$ cat src/rtl/mul_shift_add_ctrl.sv
// Multi-cycle unsigned 32x32->64 shift-add multiplier sequencer (IDLE -> CALC x32 -> DONE).
// Optional build macro MUL_ZERO_BYPASS_EN: a zero operand skips CALC and returns 0 immediately.
module mul_shift_add_ctrl #(
    parameter int XLEN  = 32,
    parameter int CNT_W = $clog2(XLEN)
) (
    input  logic            i_clk,
    input  logic            i_rst_n,
    input  logic            i_start,
    input  logic [XLEN-1:0] i_op_a,
    input  logic [XLEN-1:0] i_op_b,
    output logic            o_ready,
    output logic            o_busy,
    output logic            o_done,
    output logic [XLEN-1:0] o_result_lo,
    output logic [XLEN-1:0] o_result_hi
);

    typedef enum logic [1:0] {
        S_IDLE = 2'd0,
        S_CALC = 2'd1,
        S_DONE = 2'd2
    } state_t;

    localparam logic [CNT_W-1:0] LAST_STEP = CNT_W'(XLEN - 1);

    state_t            state_q, state_d;
    logic [CNT_W-1:0]  count_q, count_d;
    logic [XLEN-1:0]   acc_q, acc_d;
    logic [XLEN-1:0]   mcand_q, mcand_d;
    logic [XLEN-1:0]   mplier_q, mplier_d;
    logic [XLEN-1:0]   res_lo_q, res_lo_d;
    logic [XLEN-1:0]   res_hi_q, res_hi_d;

    logic [XLEN-1:0]   add_sum;
    logic              add_carry;
    logic [XLEN-1:0]   step_acc;
    logic [XLEN-1:0]   step_mplier;
    logic              zero_bypass;

    // Shared 32-bit adder, add mode with carry-in 0; its carry-out becomes acc's new MSB.
    assign {add_carry, add_sum} = {1'b0, acc_q} + {1'b0, mcand_q};

    always_comb begin
        if (mplier_q[0]) begin
            step_acc    = {add_carry, add_sum[XLEN-1:1]};
            step_mplier = {add_sum[0], mplier_q[XLEN-1:1]};
        end else begin
            step_acc    = {1'b0, acc_q[XLEN-1:1]};
            step_mplier = {acc_q[0], mplier_q[XLEN-1:1]};
        end
    end

`ifdef MUL_ZERO_BYPASS_EN
    assign zero_bypass = (i_op_a == '0) || (i_op_b == '0);
`else
    assign zero_bypass = 1'b0;
`endif

    always_comb begin
        // NOTE: every _d takes its hold value first so no path through the case infers a latch.
        state_d  = state_q;
        count_d  = count_q;
        acc_d    = acc_q;
        mcand_d  = mcand_q;
        mplier_d = mplier_q;
        res_lo_d = res_lo_q;
        res_hi_d = res_hi_q;

        case (state_q)
            S_IDLE: begin
                if (i_start) begin
                    mcand_d  = i_op_a;
                    mplier_d = i_op_b;
                    acc_d    = '0;
                    count_d  = '0;
                    if (zero_bypass) begin
                        state_d  = S_DONE;
                        res_lo_d = '0;
                        res_hi_d = '0;
                    end else begin
                        state_d = S_CALC;
                    end
                end
            end
            S_CALC: begin
                acc_d    = step_acc;
                mplier_d = step_mplier;
                count_d  = count_q + CNT_W'(1);
                if (count_q == LAST_STEP) begin
                    state_d  = S_DONE;
                    res_hi_d = step_acc;
                    res_lo_d = step_mplier;
                end
            end
            S_DONE:  state_d = S_IDLE;
            default: state_d = S_IDLE;
        endcase
    end

    always_ff @(posedge i_clk) begin
        // NOTE: state registers use non-blocking assignments so all flops update from pre-edge values.
        if (!i_rst_n) begin
            state_q  <= S_IDLE;
            count_q  <= '0;
            acc_q    <= '0;
            mcand_q  <= '0;
            mplier_q <= '0;
            res_lo_q <= '0;
            res_hi_q <= '0;
        end else begin
            state_q  <= state_d;
            count_q  <= count_d;
            acc_q    <= acc_d;
            mcand_q  <= mcand_d;
            mplier_q <= mplier_d;
            res_lo_q <= res_lo_d;
            res_hi_q <= res_hi_d;
        end
    end

    assign o_ready     = (state_q == S_IDLE);
    assign o_busy      = (state_q == S_CALC);
    assign o_done      = (state_q == S_DONE);
    assign o_result_lo = res_lo_q;
    assign o_result_hi = res_hi_q;

endmodule
$ cat config.mk
export PLATFORM = sky130hd
export DESIGN_NAME = mul_shift_add_ctrl
export DESIGN_NICKNAME = d
export VERILOG_FILES = /design/src/rtl/mul_shift_add_ctrl.sv
export SDC_FILE = /design/constraint.sdc
export NUM_CORES = 1
export LEC_CHECK = 0
export CAP_MARGIN = 20
export CELL_PAD_IN_SITES_DETAIL_PLACEMENT = 1
export CELL_PAD_IN_SITES_GLOBAL_PLACEMENT = 1
export CORE_MARGIN = 8
export CORE_UTILIZATION = 42
export DETAILED_ROUTE_END_ITERATION = 10
export DONT_BUFFER_PORTS = 1
export PLACE_DENSITY = 0.79
export SLEW_MARGIN = 40
export SYNTH_ARGS = -nofsm -noshare
export SYNTH_HDL_FRONTEND = slang
export SYNTH_SLANG_ARGS = --single-unit
$ cat constraint.sdc
create_clock -name i_clk -period 2.4 [get_ports i_clk]
set_input_delay 0.36 -clock i_clk [delete_from_list [all_inputs] [get_ports i_clk]]
set_output_delay 0.36 -clock i_clk [all_outputs]
set_load 0.005 [all_outputs]
==> metrics.txt <==
Crit Path Class reg2reg; DP Cell Count 1348; Internal Power 4720 uW; post-route ant nets 0; data required time at the worst endpoint between 2000 and 3000 ps; crit path max fanout 4; Comb pwr share 12.1%; first-pass GRT wire length 46900 um; DP Area between 9000 and 10000 um^2; pwr dens 603 nW/um^2; ranking of synthesized cells by area dfxtp_1 (39%), nand2_1 (11%), a21boi_0 (6.3%), o211a_1 (5.0%), ha_1 (4.9%); Final Non-Filler Cells 1412; H-tree levels 4; clock-pin slew on the worst setup and hold paths 80 ps; final period utilization 114%; Die W 159 um; nets@finish roughly 1200; crit path time final 2750 ps; IO Port Bufs 0; vias ~8300; initial antenna violation count 0; RSZ-0062 raised after global routing yes; worst skew pair latency 450 ps; CP endpoint kind register; GRT Total Usage 22.5%; Post-synth EDFFs 0; CTS tree yes; Post-Syn Area around 8600 um^2; type of origin of the critical path register; Syn Area/Cell 8.06 um^2; Mapped Nets ~1200; Final Setup Violations 49; Area growth syn-to-layout 29.2%; Sw Share 29.6%; worst-case clock buffer depth 2; GPL Wtd Cong 0.887; Clock Skew 14.7 ps; n_diodes 0; clk sinks 167; largest net degree at the start of global routing 171; Initial Util 42.7%; post-route setup slack -346 ps; total CTS buffers 17; Clock power frac 43.9%; number of top-level pins 134; FP Rows 52; drt drc 0; dpl ws -345 ps; Initial DRT Pass Iterations 5; Netlist cell types 68; share of cells above drive strength 1 a little over a quarter; Synth Register Bits 167; maximum VDD drop approximately 0.00057 V; post-DP HPWL 18500 um; vias in the first global route 8712; hold_buf cts 0; initial DRC count roughly 590; fin area approximately 11000 um^2; WL/cell 22.9 um; Synth top area share 38.8%; min-delay worst type in2reg; die height 159 um; max-slew violations 0; CTS root buf clkbuf_16; core area about 20000 um^2; sequential-to-total area share from yosys stat 38.8%; Psw around 2000 uW; Ys Warns 0; Pleak 0.00470 uW; die area 25300 um^2; total wire length 32300 um; post-synth top area cell dfxtp_1; Main synth FF type dfxtp_1; Worst EP arrival 3080 ps; Max Freq approximately 360 MHz; Worst Tran Pin Value 576 ps; Reg power frac between 40% and 50%; GRT overflow 0; Slew headroom 60.5%; max-cap viol count 0; Mapped Cells roughly 1100; violated checks setup timing; Vias/cell 5.91; Fin. Hold Viols 0; status finished, violations left; post-synthesis async set-or-reset flop share 0%
[path summary, 6_finish.rpt]
kind | startpoint | end | slack [ps] | cells after the start
setup / recovery | mcand_q[4]$_SDFFE_PN0P_ | o_result_hi[8]$_SDFFE_PN0P_ | -350 | 11
hold / removal | i_rst_n | mplier_q[16]$_SDFFE_PN0P_ | 40 | 1
setup reg to reg | mcand_q[4]$_SDFFE_PN0P_ | o_result_hi[8]$_SDFFE_PN0P_ | -350 | 11
hold reg to reg | count_q[3]$_SDFFE_PN0P_ | count_q[3]$_SDFFE_PN0P_ | 460 | 1
[flip-flops by register name, summed over array words and instances (netlist names)]
signal       flops
o_result_lo     32
o_result_hi     32
acc_q           32
mcand_q         32
mplier_q        32
state_q          2
count_q          5
[repair_timing]
item,CTS,global route
pin swaps,62,61
cloned,0,0
setup endpoints to repair,46,52
setup buffers,21,14
gates resized for setup,92,86
[per-layer routing]
metal | vias to the layer above | routed length [um] | global-route usage [%] | share of wire [%]
li1 | 3845 | - | - | -
met1 | 4163 | 12900 | 25.6 | 40
met2 | 260 | 16000 | 39.2 | 49
met3 | 78 | 2160 | 6.54 | 6.7
met4 | 0 | 1230 | 8.88 | 3.8
met5 | - | 0 | 0 | 0
[Yosys cell counts, types with 8 or more instances]
cell type / count
o21a_1: 10
a31oi_1: 11
a21o_1: 16
nor2_1: 30
o21bai_1: 9
clkbuf_1: 73
ha_1: 34
nand4_1: 10
xor2_1: 8
o21ai_0: 51
mux2i_1: 14
nand3_1: 66
o211a_1: 43
nand2_1: 256
xnor2_1: 17
and2_1: 27
a21oi_1: 53
a21boi_0: 72
inv_1: 8
dfxtp_1: 167
nor3_1: 9
[worst max-delay path, stage by stage, from the launching register on]
cell	delay, ps
dfxtp_2	340
ha_4	250
and2_4	160
a221o_1	380
o211a_1	290
o21a_1	210
o21a_1	190
or3_4	340
a31oi_4	200
buf_4	140
buf_4	100
a21oi_2	40
[layout make-up]
cell class	count	area (um^2)
clock buffer	17	425
clock inverter	15	210
fill	2342	9050
inverter	10	45.0
multi-input combinational	807	5690
sequential	167	3370
tap	270	338
timing repair buffer	126	1050
[power groups by stage]
| stage | Clock, uW | Sequential [uW] | Combinational [uW] |
|---|---|---|---|
| after floorplan | 0 | 2980 | 495 |
| after global placement | 0 | 3000 | 652 |
| after detailed placement | 0 | 3010 | 673 |
| after CTS | 2940 | 2950 | 714 |
| after global routing | 3070 | 2970 | 869 |
| final | 2940 | 2950 | 811 |
[metrics by stage]
| stage | utilization [%] | TNS (ps) | total power [uW] | hold WS (ps) |
|---|---|---|---|---|
| 3_3_place_gp | 46.8 | -3580 | 3660 | 431 |
| 3_5_place_dp | 46.8 | -5620 | 3680 | 447 |
| 4_1_cts | 52.7 | -4270 | 6600 | 39.4 |
| 2_1_floorplan | - | 0 | 3480 | 415 |
| 5_1_grt | 55.1 | -12020 | 6910 | 23.5 |
| 6_report | 55.1 | -8000 | 6710 | 43.2 |
[placed cells by master (no fill, tap or decap), types with 6 or more instances in the layout]
cell / synthesis / layout
ha_4: 0 / 15
inv_1: 8 / 7
dfxtp_2: 0 / 16
xnor2_1: 17 / 10
a21oi_1: 53 / 31
o21bai_1: 9 / 7
clkbuf_16: 0 / 17
mux2i_1: 14 / 12
a21boi_0: 72 / 68
nor2b_1: 7 / 7
a31oi_1: 11 / 9
a21oi_2: 1 / 21
o21a_1: 10 / 10
nor2_2: 1 / 9
o21ai_1: 5 / 12
and2_1: 27 / 24
nand2_1: 256 / 251
inv_8: 1 / 6
o21ai_0: 51 / 38
nor2_1: 30 / 21
dfxtp_1: 167 / 150
buf_6: 1 / 14
a21o_1: 16 / 16
clkinv_8: 0 / 6
nand3_1: 66 / 63
nand4_1: 10 / 10
buf_4: 4 / 108
nor3_2: 0 / 6
ha_1: 34 / 16
o211a_1: 43 / 43
[cells by family after synthesis]
family / Yosys count / share of synthesized area (%)
AO/OA/AOI/OAI: 303 / 25.1
XOR/XNOR: 25 / 2.54
adder cells (fa/ha/maj): 35 / 5.18
buffers and inverters: 94 / 4.49
flip-flops: 167 / 38.8
multiplexers: 14 / 1.63
AND/OR/NAND/NOR: 430 / 22.2
No activity file was read; power rests on OpenSTA's default activity.
==> variant 1, RTL diff (same settings) <==
`XLEN`: 32 -> 16.
--- a/src/rtl/mul_shift_add_ctrl.sv
+++ b/src/rtl/mul_shift_add_ctrl.sv
@@ -1,7 +1,7 @@
 // Multi-cycle unsigned 32x32->64 shift-add multiplier sequencer (IDLE -> CALC x32 -> DONE).
 // Optional build macro MUL_ZERO_BYPASS_EN: a zero operand skips CALC and returns 0 immediately.
 module mul_shift_add_ctrl #(
-    parameter int XLEN  = 32,
+    parameter int XLEN  = 16,
     parameter int CNT_W = $clog2(XLEN)
 ) (
     input  logic            i_clk,
Interface: changed (resized i_op_a, i_op_b, o_result_hi and o_result_lo); port bits go from 134 to 70. No check against the original RTL was run, so the function may have changed too.
==> variant 1 against the unedited design <==
  * Wire length down 63%
  * Design area decreased by 60%
  * Non-clock buffer count down 116
  * Final cell count fell by 55%
  * Total power fell by 56%
  * Core utilization is 8.5 points lower
  * Worst setup slack improved by 0.43 ns
  * Die area down 48%
  * Count of clock-buffer cells in the layout down 8
  * Area after synthesis down 52%
  * Sequential cell count shrank 81
  * Largest cell class unchanged
==> variant 1: results (changes against the unedited design) <==
metric,value,unit,change
clk_pin_slew_worst_paths,0.10,ns,+0.02 ns
cts_resized,0,,-100%
dpl_cell_area,4247,um^2,-55%
grt_util_met2,32.62,%,-6.5 points
synthCells,512,,-52%
grt_max_degree,53,,-69%
track_usage,18.42,%,-4.1 points
drt_iter0_drc,130,,-78%
synth_cell_types,52,,-24%
gr-usage-met1,20.99,%,-4.6 points
cts_root_buf,clkbuf_8,,
max_stage_delay,0.48,ns,+0.10 ns
vias,3668,,-56%
wl_per_cell,18.95,um,-17%
status,completed,,
htreeDepth,3,,-1
cellLeakagePower,1.638,nW,-65%
totalWireLength,12040,um,-63%
grt_pass1_wl,19460,um,-58%
seq_area_frac_synth,41.71,%,+2.9 points
clock-skew-final,0.009076,ns,-0.005583 ns
synth_area_leaders,"dfxtp_1, nand2_1, a21oi_1, ha_1, nor2_1",,
clock_latency,0.37,ns,-0.08 ns
fillers,1206,,-49%
gp_congestion,0.8936,,+0.73%
firstDrtPassIters,4,,-1
finalNetCount,550,,-55%
dp.cells,619,,-54%
met3_usage,5.042,%,-1.5 points
critPathArrivalTime,2.57,ns,-0.51 ns
wl_met3,639,um,-70%
tightest_slew,0.6816,ns,+0.1057 ns
dp_hpwl,8665,um,-53%
post_cts_buffers,0,,-100%
vdd_ir_drop_max,0.0002655,V,-53%
place_ws,0.07435,ns,+0.4197 ns
numCtsBuffers,9,,-8
-- variant 1: cell count changes after synthesis, moves of 41 or more --
cell and delta:
clkbuf_1 -41, dfxtp_1 -81, nand3_1 -52, a21boi_0 -57, nand2_1 -170, o211a_1 -42
-- variant 1: worst reg2reg max path, stage by stage, from the launching register on --
cell,delay (ns)
dfxtp_2,0.36
ha_1,0.35
a211oi_4,0.27
o21ai_1,0.15
nor4bb_2,0.21
or4_1,0.48
a31oi_1,0.28
o21ai_1,0.11
-- variant 1: final cells by class --
cell class,count,area share [%]
clock buffers,9,2.755
well taps,133,3.702
multi-input cells,382,50.51
clock inverters,7,2.060
inverters,8,0.6680
repair buffers,10,1.948
flip-flops and latches,86,38.35
-- variant 1: where the power goes --
part / internal, mW / total [mW] / switching (mW)
registers: 1.48 / 1.54 / 0.0540
logic: 0.115 / 0.317 / 0.202
clock network: 0.508 / 1.12 / 0.613
-- variant 1: path summary, 6_finish.rpt --
check | from | end | slack [ns] | cells after the start
min | i_op_a[15] | mcand_q[15]$_SDFFE_PN0P_ | 0.12 | 2
min reg2reg | mcand_q[15]$_SDFFE_PN0P_ | mcand_q[15]$_SDFFE_PN0P_ | 0.47 | 2
max reg2reg | acc_q[1]$_SDFFE_PN0P_ | acc_q[12]$_SDFFE_PN0P_ | 0.09 | 7
max | acc_q[1]$_SDFFE_PN0P_ | acc_q[12]$_SDFFE_PN0P_ | 0.09 | 7
-- variant 1: logic make-up (layout without fill, tap and decap cells) --
logic type | Yosys count | in the layout | share of synthesized area (%)
DFF | 86 | 86 | 41.71
AOI/OAI and AO/OA | 155 | 155 | 24.13
and+or+nand+nor | 197 | 197 | 21.64
xor gates and xnor gates | 7 | 7 | 1.485
buffers and inverters | 44 | 34 | 4.183
muxes | 5 | 5 | 1.213
adders and majority gates | 18 | 18 | 5.638
==> variant 2, RTL diff (same flow settings) <==
Without the edit above. Make the reset (`i_rst_n`) asynchronous in one clocked block.
--- a/src/rtl/mul_shift_add_ctrl.sv
+++ b/src/rtl/mul_shift_add_ctrl.sv
@@ -98,7 +98,7 @@
         endcase
     end
 
-    always_ff @(posedge i_clk) begin
+    always_ff @(posedge i_clk or negedge i_rst_n) begin
         // NOTE: state registers use non-blocking assignments so all flops update from pre-edge values.
         if (!i_rst_n) begin
             state_q  <= S_IDLE;
Behaviour: differs if i_rst_n is asserted again (counterexample within 4 cycles, from zero or initial values and one cycle with i_rst_n low); with i_rst_n held inactive, the same outputs for 10 cycles.
==> variant 2 against the unedited design <==
  * Sequential cell count is the same
  * Via count decreased by 5.2%
  * Worst setup slack got worse by 0.051 ns
  * First-iteration DRC count fell by 26%
  * The run ends with hold timing, setup timing left
  * Final cell count is 3.0% lower
  * Wire length down 4.9%
  * Critical path type unchanged
  * Largest cell class unchanged
  * Core utilization down 0.33 points
  * Count of clock-buffer cells in the layout increased by 2
  * Design area shrank 0.27%
  * Area after synthesis up 0.77%
  * Critical endpoint is now o_result_hi[25]$_DFFE_PN0P_
Power is not compared: it rests on default switching activity, and its combinational part moved more than twofold at a synthesized area within 25%.
==> variant 2: results (changes against the unedited design) <==
metric,value,unit,change
status,finished with violations,,
violations,"hold timing, setup timing",,
wl_per_cell,22.43,um,-2.0%
hold_viol,167,,+167
antenna_found_initial,2,,+2
vias,7913,,-5.2%
layout-drive-gt1-share,23.73,%,-2.8 points
clock-skew-final,0.01221,ns,-0.002450 ns
synth_cell_types,61,,-10%
finalNetCount,1190,,-3.3%
crit_family,adder cells,,
setup-violations-final,36,,-27%
crit_fanout,3,,-1
grt_max_degree,168,,-1.8%
hold_ws,-0.3863,ns,-0.4295 ns
dpl_cell_area,9659,um^2,+2.4%
track_usage,22.20,%,-0.35 points
tns,-7.572,ns,+0.4254 ns
drt_iter0_drc,432,,-26%
tightest_slew,0.7879,ns,+0.2120 ns
synthArstFlopShare,100.0,%,+100 points
timing.critical_path.slowest_stage_cell,dfrtp_1,,
fin_ws,-0.3966,ns,-0.05053 ns
seq_area_frac_synth,48.18,%,+9.3 points
place_ws,-0.2913,ns,+0.05404 ns
min_path_type,primary input to async pin,,
dp.cells,1314,,-2.5%
grt_pass1_wl,45410,um,-3.1%
synth_nets,1098,,-6.2%
[variant 2: area by class of cell]
class,count,area [um^2]
Clock buffer,19,452.9
Clock inverter,12,141.4
Fill cell,2265,9143
Inverter,11,41.29
Multi-Input combinational cell,759,4906
Sequential cell,167,4183
Tap cell,270,337.8
Timing Repair Buffer,132,1030
[variant 2: power groups by stage]
stage | combinational [mW] | sequential (mW) | clock, mW
6_report | 11.6 | 5.49 | 2.83
5_1_grt | 12.5 | 5.66 | 2.98
4_1_cts | 10.0 | 5.44 | 2.87
3_5_place_dp | 9.03 | 5.40 | 0
3_3_place_gp | 8.65 | 5.35 | 0
2_1_floorplan | 5.73 | 4.90 | 0
[variant 2: timing repair]
| action | 4_1_cts | 5_1_grt |
|---|---|---|
| cloned | 0 | 0 |
| hold endpoints to repair | 167 | 167 |
| pin swaps | 33 | 48 |
| buffers inserted | 10 | 18 |
| setup endpoints to repair | 40 | 48 |
| resized for setup | 58 | 68 |
[variant 2: cells by family (layout without fill, tap and decap cells)]
group | count (synthesis) | count (layout) | share of synthesized area (%)
adder cells (fa/ha/maj) | 35 | 35 | 5.136
multiplexers | 24 | 24 | 2.799
AND/OR/NAND/NOR | 454 | 454 | 22.32
AO/OA/AOI/OAI | 224 | 224 | 16.27
flip-flops | 167 | 167 | 48.18
buffers and inverters | 70 | 174 | 3.073
XOR/XNOR | 22 | 22 | 2.222
[variant 2: stage by stage]
stage	util, %	hold slack (ns)	total power [mW]
after floorplan	-	0.06441	10.64
after global placement	47.74	0.07428	14.00
after detailed placement	47.74	0.07208	14.43
after CTS	52.56	-0.3953	18.34
after global routing	54.82	-0.3977	21.12
final	54.82	-0.3863	19.97
[variant 2: worst paths after layout]
| kind | from | end | depth (start not counted) | slack [ns] |
|---|---|---|---|---|
| worst max-delay path | mcand_q[0]$_DFFE_PN0P_ | o_result_hi[25]$_DFFE_PN0P_ | 11 | -0.40 |
| worst min-delay path | i_rst_n | acc_q[5]$_DFFE_PN0P_ | 0 | -0.39 |
| worst max register to register | mcand_q[0]$_DFFE_PN0P_ | o_result_hi[25]$_DFFE_PN0P_ | 11 | -0.40 |
| worst min register to register | mplier_q[14]$_DFFE_PN0P_ | o_result_lo[13]$_DFFE_PN0P_ | 2 | 0.50 |
| max in group asynchronous | i_rst_n | mplier_q[0]$_DFFE_PN0P_ | 0 | 2.57 |
| min in group i_clk | i_op_a[28] | mcand_q[28]$_DFFE_PN0P_ | 2 | 0.02 |
[variant 2: routing by layer]
| metal | wire, um | up-vias | GRT usage (%) |
|---|---|---|---|
| met2 | 15900 | 265 | 39.50 |
| li1 | - | 3599 | - |
| met4 | 1137 | 0 | 8.362 |
| met5 | 0 | - | 0 |
| met1 | 11790 | 3962 | 25.12 |
| met3 | 1913 | 87 | 5.733 |
